File: config.mk
export PLATFORM = sky130hd
export DESIGN_NAME = vend_ctrl
export DESIGN_NICKNAME = d
export VERILOG_FILES = /design/src/rtl/vend_pkg.sv /design/src/rtl/vend_ctrl_hold_timer.sv /design/src/rtl/vend_ctrl.sv
export SDC_FILE = /design/constraint.sdc
export NUM_CORES = 1
export LEC_CHECK = 0
export CELL_PAD_IN_SITES_DETAIL_PLACEMENT = 1
export CELL_PAD_IN_SITES_GLOBAL_PLACEMENT = 1
export CORE_MARGIN = 4
export CORE_UTILIZATION = 44
export CTS_CLUSTER_DIAMETER = 80
export DETAILED_ROUTE_END_ITERATION = 10
export HOLD_SLACK_MARGIN = 0.03
export PLACE_DENSITY_LB_ADDON = 0.25
export SYNTH_ARGS = -nofsm -noshare
export SYNTH_HDL_FRONTEND = slang
export SYNTH_SLANG_ARGS = --single-unit
File: constraint.sdc
create_clock -name clk -period 7.25 [get_ports clk]
set_input_delay 0.725 -clock clk [delete_from_list [all_inputs] [get_ports clk]]
set_output_delay 0.725 -clock clk [all_outputs]
set_load 0.01 [all_outputs]
File: src/rtl/vend_pkg.sv
// vend_pkg -- shared types and constants for the vending controller.
//   state_t    : FSM state encoding, also driven out on vend_ctrl.state
//   NICKEL_U   : credit units for a nickel
//   DIME_U     : credit units for a dime
//   CREDIT_MAX : largest credit the 5-bit credit register can hold
//   price_u()  : item price in credit units from the 2-bit cost code
package vend_pkg;

  typedef enum logic [2:0] {
    INIT      = 3'd0,
    MONEY     = 3'd1,
    PURCHASED = 3'd2,
    REJECTION = 3'd3,
    REFUND    = 3'd4
  } state_t;

  localparam logic [4:0] NICKEL_U   = 5'd1;
  localparam logic [4:0] DIME_U     = 5'd2;
  localparam logic [4:0] CREDIT_MAX = 5'd31;

  // 5*(cost+1) as shift-and-add; the largest result (20) fits in 5 bits.
  function automatic logic [4:0] price_u(input logic [1:0] cost);
    logic [4:0] c1;
    c1 = {3'b000, cost} + 5'd1;
    return (c1 << 2) + c1;
  endfunction

endpackage

File: src/rtl/vend_ctrl_hold_timer.sv
// hold_timer -- down-counter giving the dwell time of the PURCHASED and
// REJECTION states.
//   clk   : system clock
//   rst_n : asynchronous active-low reset, clears the counter
//   load  : one-cycle pulse, loads count
//   count : number of cycles to hold (must be >= 1 when loaded)
//   done  : high during the last held cycle (terminal count = 1)
module hold_timer #(
  parameter int W = 7
) (
  input  logic         clk,
  input  logic         rst_n,
  input  logic         load,
  input  logic [W-1:0] count,
  output logic         done
);

  logic [W-1:0] cnt_q;

  always_ff @(posedge clk or negedge rst_n) begin
    if (!rst_n) begin
      cnt_q <= '0;
    end else if (load) begin
      cnt_q <= count;
    end else if (cnt_q != '0) begin
      cnt_q <= cnt_q - W'(1);
    end
  end

  // Loaded with N on the edge that enters the hold state, so the state sees
  // N, N-1, .. 1 and leaves after exactly N cycles.
  assign done = (cnt_q == W'(1));

endmodule

File: src/rtl/vend_ctrl.sv
// vend_ctrl -- coin-operated vending controller.
//   Parameters : PURCH_CYCLES (PURCHASED hold), REJ_CYCLES (REJECTION hold)
//   Inputs     : clk, rst_n (async, active-low), nickel, dime, sel_valid,
//                cost[1:0], foodtype[1:0], refund_req, coin_ready
//   Outputs    : state[2:0], credit[4:0], vend, vend_type[1:0],
//                change_nickel, coin_reject
//   Build option: define VEND_AUTO_CHANGE_EN to pay out remaining credit
//   automatically after a purchase instead of returning to MONEY.
//
// state      | meaning
// INIT       | no credit, waiting for a coin
// MONEY      | credit held, waiting for selection or refund
// PURCHASED  | item dispensed, holding PURCH_CYCLES
// REJECTION  | selection refused, holding REJ_CYCLES
// REFUND     | paying credit back one nickel per hopper handshake
module vend_ctrl
  import vend_pkg::*;
#(
  parameter int PURCH_CYCLES = 100,
  parameter int REJ_CYCLES   = 100
) (
  input  logic       clk,
  input  logic       rst_n,
  input  logic       nickel,
  input  logic       dime,
  input  logic       sel_valid,
  input  logic [1:0] cost,
  input  logic [1:0] foodtype,
  input  logic       refund_req,
  input  logic       coin_ready,
  output logic [2:0] state,
  output logic [4:0] credit,
  output logic       vend,
  output logic [1:0] vend_type,
  output logic       change_nickel,
  output logic       coin_reject
);

  localparam int HOLD_MAX = (PURCH_CYCLES > REJ_CYCLES) ? PURCH_CYCLES : REJ_CYCLES;
  localparam int HOLD_W   = ($clog2(HOLD_MAX + 1) < 1) ? 1 : $clog2(HOLD_MAX + 1);
  // A zero hold would never reach terminal count; treat it as one cycle.
  localparam logic [HOLD_W-1:0] PURCH_LD = (PURCH_CYCLES < 1) ? HOLD_W'(1) : HOLD_W'(PURCH_CYCLES);
  localparam logic [HOLD_W-1:0] REJ_LD   = (REJ_CYCLES < 1) ? HOLD_W'(1) : HOLD_W'(REJ_CYCLES);

`ifdef VEND_AUTO_CHANGE_EN
  localparam state_t PURCH_EXIT = REFUND;
`else
  localparam state_t PURCH_EXIT = MONEY;
`endif

  state_t      state_q, state_d;
  logic [4:0]  credit_q, credit_d;
  logic        vend_q, vend_d;
  logic [1:0]  vend_type_q, vend_type_d;
  logic        change_q, change_d;
  logic        reject_q, reject_d;

  logic              hold_load;
  logic [HOLD_W-1:0] hold_val;
  logic              hold_done;

  logic [4:0] coin_add;
  logic [4:0] price;
  logic       purchase;
  logic       pay;
  logic [4:0] base;
  logic [5:0] sum6;
  logic       coin_state;
  logic       coin_ok;

  hold_timer #(.W(HOLD_W)) u_hold (
    .clk   (clk),
    .rst_n (rst_n),
    .load  (hold_load),
    .count (hold_val),
    .done  (hold_done)
  );

  always_ff @(posedge clk or negedge rst_n) begin
    if (!rst_n) begin
      state_q     <= INIT;
      credit_q    <= '0;
      vend_q      <= 1'b0;
      vend_type_q <= '0;
      change_q    <= 1'b0;
      reject_q    <= 1'b0;
    end else begin
      state_q     <= state_d;
      credit_q    <= credit_d;
      vend_q      <= vend_d;
      vend_type_q <= vend_type_d;
      change_q    <= change_d;
      reject_q    <= reject_d;
    end
  end

  always_comb begin
    state_d     = state_q;
    credit_d    = credit_q;
    vend_d      = 1'b0;
    vend_type_d = vend_type_q;
    change_d    = 1'b0;
    reject_d    = 1'b0;
    hold_load   = 1'b0;
    hold_val    = '0;

    coin_add = (nickel ? NICKEL_U : 5'd0) + (dime ? DIME_U : 5'd0);
    price    = price_u(cost);

    // Affordability uses the credit before this cycle's coins.
    purchase = (state_q == MONEY) && !refund_req && sel_valid && (credit_q >= price);
    pay      = (state_q == REFUND) && change_q && coin_ready && (credit_q != 5'd0);

    if (purchase) begin
      base = credit_q - price;
    end else if (pay) begin
      base = credit_q - 5'd1;
    end else begin
      base = credit_q;
    end

    // Overflow is judged on the credit after any deduction this cycle, and
    // rejects the whole cycle's coins together.
    sum6       = {1'b0, base} + {1'b0, coin_add};
    coin_state = (state_q == INIT) || (state_q == MONEY) ||
                 (state_q == PURCHASED) || (state_q == REJECTION);
    coin_ok    = coin_state && (coin_add != 5'd0) && (sum6 <= {1'b0, CREDIT_MAX});
    credit_d   = coin_ok ? sum6[4:0] : base;
    reject_d   = (coin_add != 5'd0) && !coin_ok;

    case (state_q)
      INIT: begin
        if (sel_valid) begin
          state_d   = REJECTION;
          hold_load = 1'b1;
          hold_val  = REJ_LD;
        end else if (coin_ok) begin
          state_d = MONEY;
        end
      end
      MONEY: begin
        if (refund_req) begin
          state_d = REFUND;
        end else if (sel_valid) begin
          hold_load = 1'b1;
          if (purchase) begin
            state_d  = PURCHASED;
            hold_val = PURCH_LD;
          end else begin
            state_d  = REJECTION;
            hold_val = REJ_LD;
          end
        end
      end
      PURCHASED: begin
        if (hold_done) begin
          state_d = (credit_d != 5'd0) ? PURCH_EXIT : INIT;
        end
      end
      REJECTION: begin
        if (hold_done) begin
          state_d = (credit_d != 5'd0) ? MONEY : INIT;
        end
      end
      REFUND: begin
        // Credit already at zero here means the last nickel went out on the
        // previous edge; change_q is low this cycle.
        if (credit_q == 5'd0) begin
          state_d = INIT;
        end
      end
      default: begin
        state_d = INIT;
      end
    endcase

    change_d    = (state_d == REFUND) && (credit_d != 5'd0);
    vend_d      = purchase;
    vend_type_d = purchase ? foodtype : vend_type_q;
  end

  assign state         = state_q;
  assign credit        = credit_q;
  assign vend          = vend_q;
  assign vend_type     = vend_type_q;
  assign change_nickel = change_q;
  assign coin_reject   = reject_q;

endmodule

==> results by group <==
Timing
  – Clock skew: approximately 4.1 ps
  – Final Critical Period: 4920 ps
  – Final clock period utilization by the worst path: 0.679
  – Worst Tran Pin Value: ~970 ps
  – Final max-slew violation count: 0
  – Final setup violation count: 0
  – Unrepaired setup endpoints after global routing: no
  – Number of failing hold endpoints at the final stage: 0
  – Highest attainable clock frequency: 203 MHz
  – Final worst hold slack: around 520 ps
  – Tightest slew margin relative to the limit: 0.354
  – Total negative setup slack: 0 ps

Layout
  – Net total in the final layout: around 230
  – Synthesis-to-layout area growth: 19.6%
  – Commonest cells after routing, fill and taps aside: sky130_fd_sc_hd__clkdlybuf4s50_1, sky130_fd_sc_hd__dfrtp_1, sky130_fd_sc_hd__nand2_1
  – Leading cell type in the layout, fill and taps excluded: sky130_fd_sc_hd__clkdlybuf4s50_1
  – Fraction of layout cells with a size suffix above 1: 0.0914
  – Summed area of non-filler cells in the final layout: roughly 1900 um2
  – Diode count: 0

Placed design
  – Placed wire-length estimate after detailed placement: about 3.6 mm
  – Routability Congestion: 0.867
  – Total of buffers placed on input and output ports: 23
  – Post-placement cell area: about 1900 um2

Worst setup path
  – Required time at the worst-slack endpoint: approximately 7500 ps
  – Startpoint type of the worst setup path: input port
  – Cell with the most instances on the worst path: sky130_fd_sc_hd__ha_1
  – CP Data Arrival Time: between 5000 and 6000 ps
  – Setup slack on the worst flop-to-flop path: roughly 3000 ps
  – Worst stage delay on the critical path: a little under 500 ps
  – Reg2reg path depth: 14
  – Number of cells on the critical path: 17
  – Worst-path cell chain: clkdlybuf4s50_1 -> inv_1 -> ha_1 -> ha_1 -> a221oi_1 -> nor4b_4 -> o21ai_2 -> nand3_1 -> o21ai_0 -> ha_1 -> a21oi_1 -> nor3b_2 -> a311oi_1 -> and3_1 -> a31oi_1 -> a22o_1 -> a41o_1
  – Crit path buf inv count: 2
  – Crit-path slowest cell: sky130_fd_sc_hd__a221oi_1
  – Crit Path Max Fanout: 12
  – Type of the setup path with the least slack: in2reg
  – Crit end category: register
  – CP top delay family: compound AO/OA/AOI/OAI gates

Die
  – Die Outline Area: around 4700 um2
  – Die X: 68.2 um
  – Die height: a little under 70 um
  – Initial Utilization: 0.467
  – Number of cell rows: 21
  – Top-Level Pins: 24
  – Core Box Area: roughly 3400 um2

GRT
  – GRT overflow: 0
  – Global routing usage summed across all routing layers: 0.223
  – Global-route wire length before repair: 7.51 mm
  – Initial antenna violation count: 0
  – Maximum number of pins on one net before global-route repair: 21
  – Via count of the first global-routing pass: 1531

Logic synthesis
  – Sequential area share after synthesis: 0.313
  – Count of state elements after synthesis: 20
  – Yosys warns: 0
  – Main flop type after synthesis: sky130_fd_sc_hd__dfrtp_1
  – Post-Syn Area: about 1600 um2
  – Post-synthesis cell count: ~170
  – Number of distinct library cells after synthesis: 53
  – Post-synthesis net count: around 200
  – FFs w/ async S/R, synth: 1.00
  – Post-synthesis area per instance: slightly above 9 um2
  – Post-synth EDFFs: 0

CTS
  – Post-cts gate resize count: 0
  – H-tree lvl count: 1
  – Number of sinks on the clock net: 20
  – TritonCTS clock tree: done
  – Skew-Pair Late Insertion Delay: about 310 ps
  – CTS Hold Buffers Added: 0
  – Setup fix buffers added after clock tree synthesis: 0
  – TritonCTS Buffers: 3
  – Clk pin slew, worst setup/hold paths: ~120 ps
  – Number of buffers on the longest clock path: 2
  – Clock root buffer master: sky130_fd_sc_hd__clkbuf_4

Worst hold path
  – Number of cells on the worst hold path: 2
  – Min-delay worst type: reg2reg

Outcome
  – Run status: finished clean

Detailed routing
  – Vias per Instance: 5.90
  – Starting DRT DRC Count: about 130
  – Total detailed-routing wirelength: 4.63 mm
  – Number of DRC violations after detailed routing: 0
  – Number of optimization iterations in the first detailed-route pass: 4
  – Via total after detailed routing: around 1400
  – Number of nets still failing antenna checks after routing: 0
  – Average routed wire per standard cell: 19.0 um

Job
  – Number of violations of the max-capacitance limit: 0

Pwr
  – Power density of the placed cells: between 400 and 500 nW/um2
  – Cell leakage power: about 0.82 nW
  – Max IR drop VDD: roughly 0.17 mV
-- cell families (layout without fill, tap and decap cells) --
kind of cell             count (synthesis)  after routing  synth area share
AND/OR/NAND/NOR                         73             73             0.267
flip-flops                              20             20             0.313
adder cells (fa/ha/maj)                 16             16             0.135
buffers and inverters                   12             37            0.0306
XOR/XNOR                                13             13            0.0713
multiplexers                             7              7            0.0502
AO/OA/AOI/OAI                           31             31             0.132
-- metrics by stage --
step / instances / utilization / total power [mW] / setup WS, ps
after floorplan: 172 / - / 0.553 / 3110
after global placement: 239 / 0.548 / 0.701 / 2320
after detailed placement: 239 / 0.548 / 0.736 / 2110
after CTS: 243 / 0.559 / 0.813 / 2370
after global routing: 243 / 0.559 / 0.878 / 2060
final: 243 / 0.559 / 0.807 / 2330
-- tightest hold or removal path: stages (launching register included) --
cell                      delay (ps)
sky130_fd_sc_hd__dfrtp_1         370
sky130_fd_sc_hd__nand2_1          60
sky130_fd_sc_hd__nand2_1          70
-- final timing paths --
| kind | start | end |
|---|---|---|
| min in group asynchronous | rst_n | change_nickel |
| worst min register to register | vend_type[0] | vend_type[0] |
| worst max register to register | credit[2] | state[0] |
| worst min-delay path | vend_type[0] | vend_type[0] |
| max in group asynchronous | rst_n | u_hold.cnt_q[1] |
| worst max-delay path | cost[1] | state[0] |
-- synthesized netlist by cell type (2+ instances only) --
master                    count  share of area
sky130_fd_sc_hd__nand3_1      6          0.019
sky130_fd_sc_hd__dfrtp_1     20           0.31
sky130_fd_sc_hd__o21ai_0      7          0.022
sky130_fd_sc_hd__inv_1        9          0.021
sky130_fd_sc_hd__mux2_2       2          0.014
sky130_fd_sc_hd__a21o_1       2         0.0094
sky130_fd_sc_hd__mux2i_2      2          0.017
sky130_fd_sc_hd__nand4_1      2         0.0078
sky130_fd_sc_hd__nor3b_1      2         0.0094
sky130_fd_sc_hd__ha_1        14           0.11
sky130_fd_sc_hd__and2_1       2         0.0078
sky130_fd_sc_hd__nor2_1      18          0.042
sky130_fd_sc_hd__and3_1       4          0.016
sky130_fd_sc_hd__mux2i_1      3          0.019
sky130_fd_sc_hd__xnor2_1      7          0.038
sky130_fd_sc_hd__xor2_1       6          0.033
sky130_fd_sc_hd__a31oi_1      2         0.0078
sky130_fd_sc_hd__fa_1         2          0.025
sky130_fd_sc_hd__nand2_1     19          0.045
sky130_fd_sc_hd__a21oi_1      8          0.025
sky130_fd_sc_hd__nor2b_1      3          0.012
-- per-layer routing --
layer | GRT usage | vias up | share of wire | wire [um]
met3 | 0.0411 | 6 | 0.041 | 191
met5 | 0 | - | 0 | 0
met2 | 0.421 | 29 | 0.53 | 2470
met4 | 0.0645 | 0 | 0.013 | 58
met1 | 0.250 | 735 | 0.41 | 1910
li1 | - | 663 | - | -
-- area by class of cell --
cell class	count	area, um2
Timing Repair Buffer	23	230
Multi-Input combinational cell	140	1050
Tap cell	46	57.6
Sequential cell	20	500
Fill cell	405	1510
Clock buffer	4	36.3
Inverter	10	37.5
-- flip-flops by register name, summed over array words and instances, names as in the netlist --
name,cells
state,3
credit,5
vend,1
vend_type,2
coin_reject,1
change_nickel,1
u_hold.cnt_q,7
-- where the power goes --
| part | leakage, nW | internal (mW) | total [mW] | switching (mW) |
|---|---|---|---|---|
| registers | 0.241 | 0.162 | 0.232 | 0.0701 |
| clock network | 0.0210 | 0.0307 | 0.0687 | 0.0380 |
| logic | 0.561 | 0.235 | 0.506 | 0.271 |
| total | 0.823 | 0.428 | 0.807 | 0.379 |
Note: power is estimated with default switching activity, not from simulation.
